**src/rtl/serial_subtractor_pkg.sv**
```systemverilog
// Shared definitions for the bit-serial subtractor: FSM state encodings
// and the default operand width (Hack word size).
// Optional feature macro: SERIAL_SUBTRACTOR_FLAGS_EN (zr/ng flag outputs).
package serial_subtractor_pkg;

    localparam int DEFAULT_WIDTH = 16;

    typedef enum logic [1:0] {
        IDLE = 2'd0,
        RUN  = 2'd1,
        DONE = 2'd2
    } state_t;

endpackage

```
**src/rtl/serial_subtractor_full_subtractor.sv**
```systemverilog
// One-bit full subtractor built from two half-subtractor stages.
// d = a - b - bin (mod 2), bout = borrow out of this bit position.
module full_subtractor (
    input  logic a,
    input  logic b,
    input  logic bin,
    output logic d,
    output logic bout
);

    logic d1;
    logic b1;
    logic b2;

    // First half subtractor a - b, second subtracts the incoming borrow
    always_comb begin
        d1   = a ^ b;
        b1   = ~a & b;
        d    = d1 ^ bin;
        b2   = ~d1 & bin;
        bout = b1 | b2;
    end

endmodule

```
**src/rtl/serial_subtractor.sv**
```systemverilog
// Bit-serial WIDTH-bit subtractor: diff = a - b, one bit per clock, LSB
// first, through a single full-subtractor cell. start/done handshake.
// Optional feature macro: SERIAL_SUBTRACTOR_FLAGS_EN adds registered
// zr (diff == 0) and ng (diff MSB) outputs.
module serial_subtractor
    import serial_subtractor_pkg::*;
#(
    parameter int WIDTH = DEFAULT_WIDTH
) (
    input  logic             clk,
    input  logic             rst_n,
    input  logic             start,
    input  logic [WIDTH-1:0] a,
    input  logic [WIDTH-1:0] b,
    output logic             busy,
    output logic             done,
    output logic [WIDTH-1:0] diff,
`ifdef SERIAL_SUBTRACTOR_FLAGS_EN
    output logic             zr,
    output logic             ng,
`endif
    output logic             borrow
);

    localparam int CW = $clog2(WIDTH + 1);

    state_t           state;
    logic [WIDTH-1:0] a_sr;
    logic [WIDTH-1:0] b_sr;
    logic [WIDTH-1:0] diff_sr;
    logic             bin;
    logic [CW-1:0]    count;

    logic             d;
    logic             bout;
    logic             accept;
    logic             last_bit;
    logic [WIDTH-1:0] diff_shift;

    full_subtractor u_cell (
        .a    (a_sr[0]),
        .b    (b_sr[0]),
        .bin  (bin),
        .d    (d),
        .bout (bout)
    );

    // Handshake decode and the result register with the new bit at its MSB
    always_comb begin
        accept     = start && ((state == IDLE) || (state == DONE));
        last_bit   = (count == CW'(WIDTH - 1));
        diff_shift = (diff_sr >> 1) | (WIDTH'(d) << (WIDTH - 1));
    end

    // Control FSM and serial datapath; result outputs change only on entry to DONE
    always_ff @(posedge clk or negedge rst_n) begin
        if (!rst_n) begin
            state   <= IDLE;
            busy    <= 1'b0;
            done    <= 1'b0;
            diff    <= '0;
            borrow  <= 1'b0;
            a_sr    <= '0;
            b_sr    <= '0;
            diff_sr <= '0;
            bin     <= 1'b0;
            count   <= '0;
`ifdef SERIAL_SUBTRACTOR_FLAGS_EN
            zr      <= 1'b0;
            ng      <= 1'b0;
`endif
        end else if (accept) begin
            // Load from IDLE, or back-to-back from DONE
            state <= RUN;
            busy  <= 1'b1;
            done  <= 1'b0;
            a_sr  <= a;
            b_sr  <= b;
            bin   <= 1'b0;
            count <= '0;
        end else begin
            case (state)
                RUN: begin
                    a_sr    <= a_sr >> 1;
                    b_sr    <= b_sr >> 1;
                    diff_sr <= diff_shift;
                    bin     <= bout;
                    count   <= count + CW'(1);
                    if (last_bit) begin
                        state  <= DONE;
                        busy   <= 1'b0;
                        done   <= 1'b1;
                        diff   <= diff_shift;
                        borrow <= bout;
`ifdef SERIAL_SUBTRACTOR_FLAGS_EN
                        zr     <= (diff_shift == '0);
                        ng     <= d;
`endif
                    end
                end
                DONE: begin
                    state <= IDLE;
                    done  <= 1'b0;
                end
                default: begin
                    state <= IDLE;
                    busy  <= 1'b0;
                    done  <= 1'b0;
                end
            endcase
        end
    end

endmodule

```
**config.mk**
```make
export PLATFORM = sky130hd
export DESIGN_NAME = serial_subtractor
export DESIGN_NICKNAME = d
export VERILOG_FILES = /design/src/rtl/serial_subtractor_pkg.sv /design/src/rtl/serial_subtractor_full_subtractor.sv /design/src/rtl/serial_subtractor.sv
export SDC_FILE = /design/constraint.sdc
export NUM_CORES = 1
export LEC_CHECK = 0
export ABC_AREA = 1
export ABC_CLOCK_PERIOD_IN_PS = 1940
export BUFFER_PORTS_ARGS = -buffer_cell sky130_fd_sc_hd__buf_2
export CAP_MARGIN = 30
export CELL_PAD_IN_SITES_DETAIL_PLACEMENT = 0
export CELL_PAD_IN_SITES_GLOBAL_PLACEMENT = 1
export CORE_UTILIZATION = 35
export CTS_BUF_LIST = sky130_fd_sc_hd__clkbuf_8
export DETAILED_ROUTE_END_ITERATION = 6
export PLACE_DENSITY_LB_ADDON = 0.1
export SYNTH_ARGS = -nofsm -noshare
export SYNTH_HDL_FRONTEND = slang
export SYNTH_SLANG_ARGS = --single-unit
```
**constraint.sdc**
```tcl
create_clock -name clk -period 1.94 [get_ports clk]
set_input_delay 0.388 -clock clk [delete_from_list [all_inputs] [get_ports clk]]
set_output_delay 0.388 -clock clk [all_outputs]
set_load 0.01 [all_outputs]
```
==> load_flow_metrics.sql, run 1 <==
INSERT INTO impl_metrics (metric_group, metric, value, unit) VALUES
('routing', 'post_drt_wl_per_cell', '11.6', 'um'),
('worst_setup_path', 'critPathLaunch', 'count[0]', ''),
('grt', 'grt_max_degree', '41', ''),
('sta', 'worst_clock_skew', '0.00608', 'ns'),
('logic_synthesis', 'area_fraction_in_compound_gates_after_synthesis', '0.0897', ''),
('flow_run', 'max_cap_viol_count', '0', ''),
('logic_synthesis', 'synth_sequential_area_ratio', '0.569', ''),
('power', 'power.switching_fraction', '0.363', ''),
('routing', 'viasPerCell', '4.50', ''),
('grt', 'grt_antenna_before_repair', '0', ''),
('routing', 'routed_wl', '6430', 'um'),
('finish', 'areaGrowthSynthToFinish', '18.6', '%'),
('worst_setup_path', 'crit_type', 'flop to flop', ''),
('logic_synthesis', 'number_of_synthesized_flops_with_an_enable_pin', '0', ''),
('floorplanning', 'floorplan.core_area', '0.00881', 'mm2'),
('clocking', 'ctsHtreeMaxLevel', '3', ''),
('sta', 'max-slew-margin-rel', '0.666', ''),
('finish', 'number_of_diodes', '0', ''),
('place', 'placedInstanceArea', '0.00357', 'mm2'),
('clocking', 'tritoncts', 'yes', ''),
('routing', 'remaining_drc_errors', '8', ''),
('worst_setup_path', 'crit-reg2reg-capture', 'diff[0]', ''),
('clocking', 'clockBufferDepth', '2', ''),
('logic_synthesis', 'post_synth_instance_area', '0.00321', 'mm2'),
('logic_synthesis', 'ys_warn_count', '0', ''),
('finish', 'postLayoutCellArea', '0.00380', 'mm2'),
('floorplanning', 'top_level_ports', '54', ''),
('logic_synthesis', 'synth.lib_cells_used.distinct', '21', ''),
('place', 'place_ws', '0.404', 'ns'),
('worst_setup_path', 'critPathSlowestCell', 'sky130_fd_sc_hd__dfrtp_1', ''),
('floorplanning', 'initial_utilization', '0.364', ''),
('logic_synthesis', 'yosys.area.top_type_share', '0.569', ''),
('finish', 'utilization', '0.432', ''),
('logic_synthesis', 'yosys_register_bits', '73', ''),
('routing', 'drt-pass1-iter-count', '7', ''),
('floorplanning', 'fp-row-count', '34', ''),
('logic_synthesis', 'synth_xor_xnor_area_share', '0', ''),
('place', 'numPortBuffers', '53', ''),
('floorplanning', 'die_width', '97.7', 'um'),
('power', 'power.leakage', '2.05', 'nW'),
('grt', 'grt-ovfl-total', '0', ''),
('logic_synthesis', 'ys_top_cells_by_area', 'sky130_fd_sc_hd__dfrtp_1 (57%), sky130_fd_sc_hd__nand2_1 (18%), sky130_fd_sc_hd__o21ai_0 (7.3%)', ''),
('power', 'power.ir.vdd_worst', '0.000446', 'V'),
('worst_setup_path', 'timing.critical_path.to_type', 'flop', ''),
('routing', 'via_count', '2503', ''),
('sta', 'rsz0062_at_grt', 'false', ''),
('logic_synthesis', 'syn_nets', '427', ''),
('grt', 'global_route_wire_length_before_repair', '11400', 'um'),
('logic_synthesis', 'combinational_family_with_the_most_area_after_synthesis', 'simple AND/OR/NAND/NOR gates', ''),
('power', 'share_seq_of_total_power', '0.432', ''),
('sta', 'final_min_period_over_clock_period', '0.795', ''),
('worst_setup_path', 'regToRegStartpoint', 'count[0]', ''),
('clocking', 'cts_repair_resize_count', '0', ''),
('clocking', 'clk_latency', '0.34', 'ns'),
('clocking', 'ctsHoldBuffers', '0', ''),
('logic_synthesis', 'synth.area.mux_share', '0', ''),
('outcome', 'violations', 'DRC', ''),
('power', 'p_int', '3.79', 'mW'),
('floorplanning', 'die_area', '0.00955', 'mm2'),
('place', 'dp_hpwl', '4250', 'um'),
('grt', 'first_global_vias', '2484', ''),
('logic_synthesis', 'ys_top_cells_by_count', 'sky130_fd_sc_hd__nand2_1 (158), sky130_fd_sc_hd__dfrtp_1 (73), sky130_fd_sc_hd__o21ai_0 (47)', ''),
('logic_synthesis', 'postSynth.topFlopCell', 'sky130_fd_sc_hd__dfrtp_1', ''),
('logic_synthesis', 'synthDominantAreaCellType', 'sky130_fd_sc_hd__dfrtp_1', ''),
('power', 'switchingPower', '2.16', 'mW'),
('sta', 'f_max', '649', 'MHz'),
('outcome', 'run_status', 'finished with violations', ''),
('worst_setup_path', 'worstPathMaxFanout', '34', ''),
('worst_setup_path', 'timing.reg2reg.setup_slack', '0.40', 'ns'),
('sta', 'number_of_failing_hold_endpoints_at_the_final_stage', '0', ''),
('logic_synthesis', 'yosysMostFrequentCell', 'sky130_fd_sc_hd__nand2_1', '');
==> how the worst min path moves through the flow <==
stage / start / end / slack [ns] / cells past startpoint
global placement: rst_n / diff[1] / 0.39 / 1
CTS: rst_n / diff[1] / 0.01 / 1
floorplan: rst_n / a_sr[0] / 0.09 / 0
global route: rst_n / diff_sr[2] / 0.04 / 1
finish: rst_n / diff_sr[2] / 0.003 / 1
detailed placement: rst_n / diff[1] / 0.40 / 1
==> cells by family after synthesis <==
| group | after synthesis |
|---|---|
| AO/OA/AOI/OAI | 57 |
| buffers and inverters | 64 |
| adder cells (fa/ha/maj) | 3 |
| flip-flops | 73 |
| AND/OR/NAND/NOR | 192 |
==> flip-flops by register name, indices dropped and copies added (netlist names) <==
name     cells
diff_sr     15
diff        16
borrow       1
count        5
busy         1
state        2
b_sr        16
a_sr        16
bin          1
==> layer usage <==
metal	global-route usage	up-vias	routed length [um]
met2	0.249	48	2980
met5	0	-	0
met1	0.186	1154	3130
li1	-	1293	-
met4	0.0524	0	88
met3	0.0401	8	231
==> cells in the final DEF, fill, tap and decap left out <==
cell / count
sky130_fd_sc_hd__nand3_1: 10
sky130_fd_sc_hd__a21oi_1: 1
sky130_fd_sc_hd__nand2_2: 2
sky130_fd_sc_hd__nor2_2: 1
sky130_fd_sc_hd__bufinv_16: 2
sky130_fd_sc_hd__or2_2: 2
sky130_fd_sc_hd__nor2_1: 16
sky130_fd_sc_hd__inv_1: 45
sky130_fd_sc_hd__inv_2: 1
sky130_fd_sc_hd__ha_1: 2
sky130_fd_sc_hd__clkinvlp_4: 1
sky130_fd_sc_hd__clkinv_2: 2
sky130_fd_sc_hd__nand2_4: 2
sky130_fd_sc_hd__buf_4: 7
sky130_fd_sc_hd__nand2_1: 158
sky130_fd_sc_hd__fa_1: 1
sky130_fd_sc_hd__buf_12: 1
sky130_fd_sc_hd__dfrtp_1: 73
sky130_fd_sc_hd__inv_4: 1
sky130_fd_sc_hd__o21ai_1: 7
sky130_fd_sc_hd__buf_2: 52
sky130_fd_sc_hd__o22ai_1: 2
sky130_fd_sc_hd__o21ai_0: 47
sky130_fd_sc_hd__nor2_4: 1
sky130_fd_sc_hd__clkbuf_8: 11
==> critical path, delay by kind of cell, from the launching register on <==
family / cells / cell delay (ns)
and+or+nand+nor: 5 / 0.50
DFF: 1 / 0.38
adders and majority gates: 2 / 0.43
buffers and inverters: 1 / 0.11
==> metrics by stage <==
step	hold slack (ns)	power [mW]	instances
after CTS	0.0147	6.06	556
final	0.00324	5.95	556
after detailed placement	0.397	4.68	540
after global placement	0.392	4.64	540
after global routing	0.0361	6.52	556
after floorplan	0.0924	4.05	389
==> power by group through the flow <==
stage                     Clock, mW  Sequential, mW  Combinational, mW
after floorplan                   0            2.64               1.41
after global routing           1.45            2.66               2.40
after global placement            0            2.59               2.05
after detailed placement          0            2.60               2.08
after CTS                      1.40            2.58               2.09
final                          1.35            2.57               2.03
==> final cells by class <==
cell class / instances / area [um2] / share of cell area
flip-flops and latches: 73 / 1830 / 0.480
multi-input cells: 252 / 1100 / 0.289
repair buffers: 60 / 333 / 0.0875
inverters: 47 / 179 / 0.0470
clock buffers: 11 / 151 / 0.0398
well taps: 108 / 135 / 0.0355
clock inverters: 5 / 77.6 / 0.0204
(Power assumes the default switching activity.)
==> run 2, diff against run 1 <==
--- a/config.mk
+++ b/config.mk
@@ -5,8 +5,8 @@
 export SDC_FILE = /design/constraint.sdc
 export NUM_CORES = 1
 export LEC_CHECK = 0
-export ABC_AREA = 1
-export ABC_CLOCK_PERIOD_IN_PS = 1940
+export ABC_AREA = 0
+export ABC_CLOCK_PERIOD_IN_PS = 1320
 export BUFFER_PORTS_ARGS = -buffer_cell sky130_fd_sc_hd__buf_2
 export CAP_MARGIN = 30
 export CELL_PAD_IN_SITES_DETAIL_PLACEMENT = 0
==> constraint.sdc (replaced) <==
create_clock -name clk -period 1.32 [get_ports clk]
set_input_delay 0.264 -clock clk [delete_from_list [all_inputs] [get_ports clk]]
set_output_delay 0.264 -clock clk [all_outputs]
set_load 0.01 [all_outputs]
==> load_flow_metrics.sql, run 2 <==
INSERT INTO impl_metrics (metric_group, metric, value, unit) VALUES
('place', 'place_ws', '-0.360', 'ns'),
('routing', 'routed_wl', '6810', 'um'),
('clocking', 'path_clk_slew', '0.08', 'ns'),
('finish', 'fraction_of_layout_instances_using_a_drive_strength_above_1', '0.384', ''),
('sta', 'final-max-slew-violation-count', '0', ''),
('logic_synthesis', 'yosysMostFrequentCell', 'sky130_fd_sc_hd__nand2_1', ''),
('sta', 'rsz0062_at_grt', 'true', ''),
('hold_path', 'hp-start', 'b[0]', ''),
('logic_synthesis', 'synth.lib_cells_used.distinct', '32', ''),
('sta', 'max-slew-margin-rel', '0.796', ''),
('power', 'clock_power_share', '0.193', ''),
('worst_setup_path', 'worst-r2r-cell-count', '6', ''),
('power', 'power.switching_fraction', '0.353', ''),
('worst_setup_path', 'setup.worst_path.start_class', 'flop', ''),
('logic_synthesis', 'ys_top_cells_by_count', 'sky130_fd_sc_hd__nand2_1 (107), sky130_fd_sc_hd__dfrtp_1 (73), sky130_fd_sc_hd__nor2_1 (29)', ''),
('worst_setup_path', 'crit-reg2reg-capture', 'diff[15]', ''),
('logic_synthesis', 'post_synth_instance_area', '0.00311', 'mm2'),
('clocking', 'clock_buffers_created_by_tritoncts', '9', ''),
('grt', 'grt_antenna_before_repair', '0', ''),
('logic_synthesis', 'syn_nets', '345', ''),
('floorplanning', 'floorplan.core_area', '0.00868', 'mm2'),
('sta', 'setup_ws', '-0.343', 'ns'),
('flow_run', 'max_cap_viol_count', '0', ''),
('place', 'numPortBuffers', '53', ''),
('place', 'routabilityCongestion', '0.685', ''),
('logic_synthesis', 'number_of_synthesized_flops_with_an_enable_pin', '0', ''),
('power', 'fin_total_pwr', '11.0', 'mW'),
('power', 'logic_gate_share_of_total_power', '0.442', ''),
('outcome', 'violations', 'setup timing', ''),
('power', 'power.density', '2610', 'mW/mm2'),
('hold_path', 'hp-class', 'input pin to flop', ''),
('finish', 'layout.cells.most_common_list', 'sky130_fd_sc_hd__nand2_1 (96), sky130_fd_sc_hd__dfrtp_1 (71), sky130_fd_sc_hd__buf_2 (51)', ''),
('logic_synthesis', 'async_reset_ff_frac', '1.00', ''),
('sta', 'min_period', '1.66', 'ns'),
('clocking', 'ctsHtreeMaxLevel', '3', ''),
('worst_setup_path', 'timing.reg2reg.setup_slack', '-0.34', 'ns'),
('logic_synthesis', 'ys_warn_count', '0', ''),
('sta', 'final_min_period_over_clock_period', '1.26', ''),
('finish', 'count_of_nets_after_finishing', '421', ''),
('floorplanning', 'top_level_ports', '54', ''),
('floorplanning', 'die_y', '96.3', 'um'),
('routing', 'antenna_violating_nets_post_route', '0', ''),
('logic_synthesis', 'yosys.area.top_type_share', '0.587', ''),
('worst_setup_path', 'worstPathMaxFanout', '18', ''),
('place', 'dp_hpwl', '4190', 'um'),
('worst_setup_path', 'cp.required', '1.56', 'ns'),
('sta', 'setup-violations-final', '18', ''),
('grt', 'global_route_wire_length_before_repair', '11300', 'um'),
('grt', 'grt-ovfl-total', '0', ''),
('floorplanning', 'fp-row-count', '34', ''),
('finish', 'reg.largest.list', 'a_sr (16), b_sr (16), diff (16)', ''),
('sta', 'f_max', '601', 'MHz'),
('power', 'power.leakage', '2.05', 'nW'),
('finish', 'mostFrequentLayoutCell', 'sky130_fd_sc_hd__nand2_1', ''),
('sta', 'setup_tns', '-5.40', 'ns'),
('worst_setup_path', 'cp.arrival', '1.90', 'ns'),
('sta', 'worst_clock_skew', '0.00891', 'ns'),
('grt', 'use_met1', '0.212', ''),
('logic_synthesis', 'ys_top_cells_by_area', 'sky130_fd_sc_hd__dfrtp_1 (59%), sky130_fd_sc_hd__nand2_1 (13%), sky130_fd_sc_hd__a31oi_1 (5.6%)', ''),
('power', 'p_int', '7.14', 'mW'),
('routing', 'via_count', '2356', ''),
('grt', 'grt_busiest_layer', 'met2', ''),
('grt', 'grt_max_degree', '39', ''),
('worst_setup_path', 'regToRegStartpoint', 'count[1]', ''),
('clocking', 'clockBufferDepth', '2', ''),
('logic_synthesis', 'synthDominantAreaCellType', 'sky130_fd_sc_hd__dfrtp_1', ''),
('logic_synthesis', 'yosys_register_bits', '73', ''),
('grt', 'global_route.usage.met3', '0.0442', ''),
('power', 'share_seq_of_total_power', '0.365', ''),
('routing', 'viasPerCell', '4.75', ''),
('clocking', 'tritoncts', 'yes', ''),
('finish', 'utilization', '0.486', ''),
('logic_synthesis', 'syn_area_per_cell', '10.1', 'um2'),
('grt', 'globalRouteMet2Util', '0.262', ''),
('routing', 'drt-pass1-iter-count', '4', ''),
('logic_synthesis', 'synth_cells', '307', ''),
('floorplanning', 'initial_utilization', '0.359', ''),
('floorplanning', 'die_area', '0.00928', 'mm2'),
('clocking', 'clk_latency', '0.35', 'ns'),
('clocking', 'cts_root_buf', 'sky130_fd_sc_hd__clkbuf_8', ''),
('grt', 'first_global_vias', '2367', ''),
('routing', 'dr.first_iter.drc_count', '58', ''),
('hold_path', 'min_delay_worst_endpoint', 'b_sr[0]', ''),
('finish', 'areaGrowthSynthToFinish', '35.6', '%'),
('power', 'power.ir.vdd_worst', '0.00106', 'V'),
('floorplanning', 'die_width', '96.3', 'um'),
('sta', 'number_of_failing_hold_endpoints_at_the_final_stage', '0', ''),
('hold_path', 'worstHoldPathCells', '2', ''),
('logic_synthesis', 'postSynth.topFlopCell', 'sky130_fd_sc_hd__dfrtp_1', ''),
('finish', 'number_of_diodes', '0', ''),
('routing', 'remaining_drc_errors', '0', ''),
('worst_setup_path', 'timing.critical_path.to_type', 'flop', ''),
('routing', 'post_drt_wl_per_cell', '13.7', 'um'),
('worst_setup_path', 'crit_type', 'flop to flop', ''),
('sta', 'worst-slew-pin-transition', '0.306', 'ns'),
('power', 'switchingPower', '3.89', 'mW'),
('grt', 'grt_use_total', '0.163', ''),
('outcome', 'run_status', 'finished with violations', ''),
('logic_synthesis', 'synth_sequential_area_ratio', '0.587', ''),
('clocking', 'clock_sinks', '73', '');
-- run 2: metal layers --
layer	part of all wire	routed length, um	vias up
met3	0.036	246	10
met4	0.016	106	0
li1	-	-	1175
met2	0.47	3170	41
met5	0	0	-
met1	0.48	3280	1130
-- run 2: timing repair --
| action | 4_1_cts | 5_1_grt |
|---|---|---|
| buffers inserted | 4 | 3 |
| setup endpoints to repair | 48 | 54 |
| resized for setup | 11 | 41 |
| hold buffers | 1 | 0 |
| gates cloned | 2 | 4 |
| hold endpoints to repair | 18 | 0 |
| pin swaps | 2 | 23 |
-- run 2: worst max path at each step --
stage	start	to	slack, ns
floorplan	count[1]	diff[10]	-0.37
global placement	count[1]	diff[5]	-0.33
detailed placement	count[1]	diff[4]	-0.36
CTS	count[1]	diff[2]	-0.36
global route	count[1]	diff[3]	-0.40
finish	count[1]	diff[15]	-0.34
-- run 2: cells by family (layout without fill, tap and decap cells) --
| family | count (synthesis) | after routing | share of synthesized area |
|---|---|---|---|
| adders and majority gates | 3 | 3 | 0.0145 |
| buffers and inverters | 26 | 105 | 0.0518 |
| AOI/OAI and AO/OA | 40 | 40 | 0.0852 |
| DFF | 73 | 73 | 0.587 |
| and+or+nand+nor | 146 | 148 | 0.186 |
| muxes | 19 | 19 | 0.0763 |
-- run 2: cell type report --
class                           count  area, um2
Clock buffer                        9        124
Clock inverter                      7        119
Fill cell                         842       4460
Inverter                            5       18.8
Multi-Input combinational cell    210       1340
Sequential cell                    73       1830
Tap cell                          108        135
Timing Repair Buffer               84        661
-- run 2: through the flow --
step / std cells / hold WS, ns / area [um2]
2_1_floorplan: 307 / -0.0316 / 3140
3_3_place_gp: 469 / 0.181 / 3650
3_5_place_dp: 469 / 0.179 / 3650
4_1_cts: 492 / 0.127 / 4010
5_1_grt: 496 / 0.142 / 4220
6_report: 496 / 0.148 / 4220
-- run 2: critical path: stages, from the launching register on --
cell	delay, ns
sky130_fd_sc_hd__dfrtp_1	0.39
sky130_fd_sc_hd__ha_2	0.19
sky130_fd_sc_hd__and3_4	0.18
sky130_fd_sc_hd__ha_4	0.15
sky130_fd_sc_hd__nand3b_1	0.12
sky130_fd_sc_hd__buf_12	0.18
sky130_fd_sc_hd__mux2_2	0.34
-- run 2: power by group through the flow --
stage	clock network [mW]	logic, mW	registers, mW
floorplan	0	2.56	4.02
detailed placement	0	3.95	4.00
global route	2.28	5.47	4.19
finish	2.12	4.88	4.03
global placement	0	3.89	4.00
CTS	2.21	4.27	3.98
==> run 3, diff against run 2 <==
--- a/config.mk
+++ b/config.mk
@@ -14,6 +14,7 @@
 export CORE_UTILIZATION = 35
 export CTS_BUF_LIST = sky130_fd_sc_hd__clkbuf_8
 export DETAILED_ROUTE_END_ITERATION = 6
+export GPL_TIMING_DRIVEN = 0
 export PLACE_DENSITY_LB_ADDON = 0.1
 export SYNTH_ARGS = -nofsm -noshare
 export SYNTH_HDL_FRONTEND = slang
==> load_flow_metrics.sql, run 3 (synthesized netlist as in run 2, its figures left out) <==
INSERT INTO impl_metrics (metric_group, metric, value, unit) VALUES
('finish', 'reg.largest.list', 'a_sr (16), b_sr (16), diff (16)', ''),
('sta', 'finalHoldWorstSlack', '0.144', 'ns'),
('clocking', 'tritoncts', 'yes', ''),
('grt', 'grt_antenna_before_repair', '0', ''),
('sta', 'final-max-slew-violation-count', '0', ''),
('clocking', 'clock_sinks', '73', ''),
('clocking', 'cts_root_buf', 'sky130_fd_sc_hd__clkbuf_8', ''),
('worst_setup_path', 'crit_type', 'flop to flop', ''),
('worst_setup_path', 'critPathLaunch', 'count[0]', ''),
('floorplanning', 'floorplan.core_area', '0.00868', 'mm2'),
('floorplanning', 'die_width', '96.3', 'um'),
('worst_setup_path', 'regToRegStartpoint', 'count[0]', ''),
('floorplanning', 'initial_utilization', '0.359', ''),
('place', 'numPortBuffers', '53', ''),
('worst_setup_path', 'worstPathMaxFanout', '8', ''),
('power', 'power.density', '2520', 'mW/mm2'),
('place', 'dp_hpwl', '4400', 'um'),
('sta', 'worst-slew-pin-transition', '0.523', 'ns'),
('sta', 'number_of_failing_hold_endpoints_at_the_final_stage', '0', ''),
('finish', 'layout.cells.most_common_list', 'sky130_fd_sc_hd__nand2_1 (106), sky130_fd_sc_hd__dfrtp_1 (73), sky130_fd_sc_hd__buf_2 (58)', ''),
('power', 'power.leakage', '2.00', 'nW'),
('finish', 'areaGrowthSynthToFinish', '27.4', '%'),
('grt', 'grt-ovfl-total', '0', ''),
('routing', 'dr.first_iter.drc_count', '65', ''),
('floorplanning', 'die_area', '0.00928', 'mm2'),
('finish', 'utilization', '0.457', ''),
('grt', 'grt_max_degree', '39', ''),
('worst_setup_path', 'timing.critical_path.cells', 'ha_2, and3_4, ha_4, nand3b_1, buf_6, buf_12, mux2_4', ''),
('outcome', 'run_status', 'finished with violations', ''),
('worst_setup_path', 'cp.arrival', '1.90', 'ns'),
('worst_setup_path', 'timing.critical_path.to_type', 'flop', ''),
('flow_run', 'max_cap_viol_count', '0', ''),
('place', 'routabilityCongestion', '0.674', ''),
('sta', 'min_period', '1.67', 'ns'),
('outcome', 'violations', 'setup timing', ''),
('floorplanning', 'fp-row-count', '34', ''),
('sta', 'setup-violations-final', '24', ''),
('place', 'placedInstanceArea', '0.00356', 'mm2'),
('finish', 'postLayoutCellArea', '0.00397', 'mm2'),
('finish', 'count_of_nets_after_finishing', '419', ''),
('grt', 'global_route_wire_length_before_repair', '11100', 'um'),
('clocking', 'clock_buffers_created_by_tritoncts', '9', ''),
('clocking', 'ctsHtreeMaxLevel', '3', ''),
('worst_setup_path', 'path_buf_inv', '2', ''),
('finish', 'fraction_of_layout_instances_using_a_drive_strength_above_1', '0.319', ''),
('hold_path', 'hp-start', 'a[15]', ''),
('floorplanning', 'die_y', '96.3', 'um'),
('routing', 'viasPerCell', '4.79', ''),
('clocking', 'path_clk_slew', '0.08', 'ns'),
('worst_setup_path', 'top_delay_family_on_crit_path', 'flip-flops', ''),
('clocking', 'clk_latency', '0.34', 'ns'),
('routing', 'drt-pass1-iter-count', '4', ''),
('sta', 'setup_ws', '-0.352', 'ns'),
('place', 'place_ws', '-0.498', 'ns'),
('worst_setup_path', 'cp.required', '1.55', 'ns'),
('clocking', 'clockBufferDepth', '2', ''),
('worst_setup_path', 'crit_path_max_incr_delay', '0.39', 'ns'),
('routing', 'post_drt_wl_per_cell', '13.5', 'um'),
('hold_path', 'hp-class', 'input pin to flop', ''),
('sta', 'final_min_period_over_clock_period', '1.27', ''),
('power', 'fin_total_pwr', '9.99', 'mW'),
('routing', 'via_count', '2365', ''),
('worst_setup_path', 'setup.worst_path.start_class', 'flop', ''),
('grt', 'grt_use_total', '0.159', ''),
('finish', 'number_of_diodes', '0', ''),
('routing', 'routed_wl', '6690', 'um'),
('sta', 'f_max', '598', 'MHz'),
('routing', 'remaining_drc_errors', '0', ''),
('sta', 'max-slew-margin-rel', '0.651', ''),
('sta', 'worst_clock_skew', '0.00369', 'ns'),
('floorplanning', 'top_level_ports', '54', ''),
('grt', 'first_global_vias', '2318', ''),
('power', 'power.ir.vdd_worst', '0.000786', 'V'),
('sta', 'rsz0062_at_grt', 'true', ''),
('worst_setup_path', 'critPathSlowestCell', 'sky130_fd_sc_hd__dfrtp_1', ''),
('finish', 'mostFrequentLayoutCell', 'sky130_fd_sc_hd__nand2_1', ''),
('routing', 'antenna_violating_nets_post_route', '0', '');
[run 3: changes by cell type in the layout (fill, tap and decap cells not counted), moves of 6 or more]
cell,previous run,this run
sky130_fd_sc_hd__buf_2,51,58
sky130_fd_sc_hd__mux2_2,7,0
sky130_fd_sc_hd__mux2_4,9,16
sky130_fd_sc_hd__nand2_1,96,106
sky130_fd_sc_hd__nor2_1,23,29
sky130_fd_sc_hd__nor2_2,6,0
[run 3: timing repair]
action,CTS,global route
pin swaps,2,1
endpoints found under the hold margin,37,0
setup buffers,7,1
endpoints found under the setup margin,31,63
hold buffers,1,0
resized for setup,11,20
[run 3: through the flow]
| stage | TNS [ns] | instances |
|---|---|---|
| after floorplan | -5.16 | 307 |
| after global placement | -49.75 | 468 |
| after detailed placement | -7.63 | 469 |
| after CTS | -6.74 | 493 |
| after global routing | -8.04 | 494 |
| final | -6.13 | 494 |
[run 3: layout make-up]
class	count	area (um2)
fill	872	4710
sequential	73	1830
multi-input combinational	208	1190
timing repair buffer	63	383
buffer	21	183
clock buffer	10	138
tap	108	135
clock inverter	6	91.3
inverter	5	18.8
[run 3: worst paths after layout]
kind	to	slack, ns	cells past startpoint
max	diff[8]	-0.35	7
max in group asynchronous	a_sr[3]	0.33	3
min reg2reg	diff_sr[1]	0.49	2
min in group asynchronous	diff_sr[1]	0.42	2
min	a_sr[15]	0.14	2
max reg2reg	diff[8]	-0.35	7
[run 3: where the power goes]
| part | total, mW | switching (mW) | internal (mW) |
|---|---|---|---|
| registers | 3.97 | 0.628 | 3.35 |
| logic | 4.03 | 2.07 | 1.96 |
| clock network | 1.98 | 0.862 | 1.12 |
| total | 9.99 | 3.56 | 6.43 |
[run 3: metal layers]
metal,vias to the layer above,part of all wire,global-route usage
li1,1167,-,-
met1,1145,0.47,0.197
met2,46,0.47,0.265
met3,7,0.045,0.0569
met4,0,0.012,0.0404
met5,-,0,0
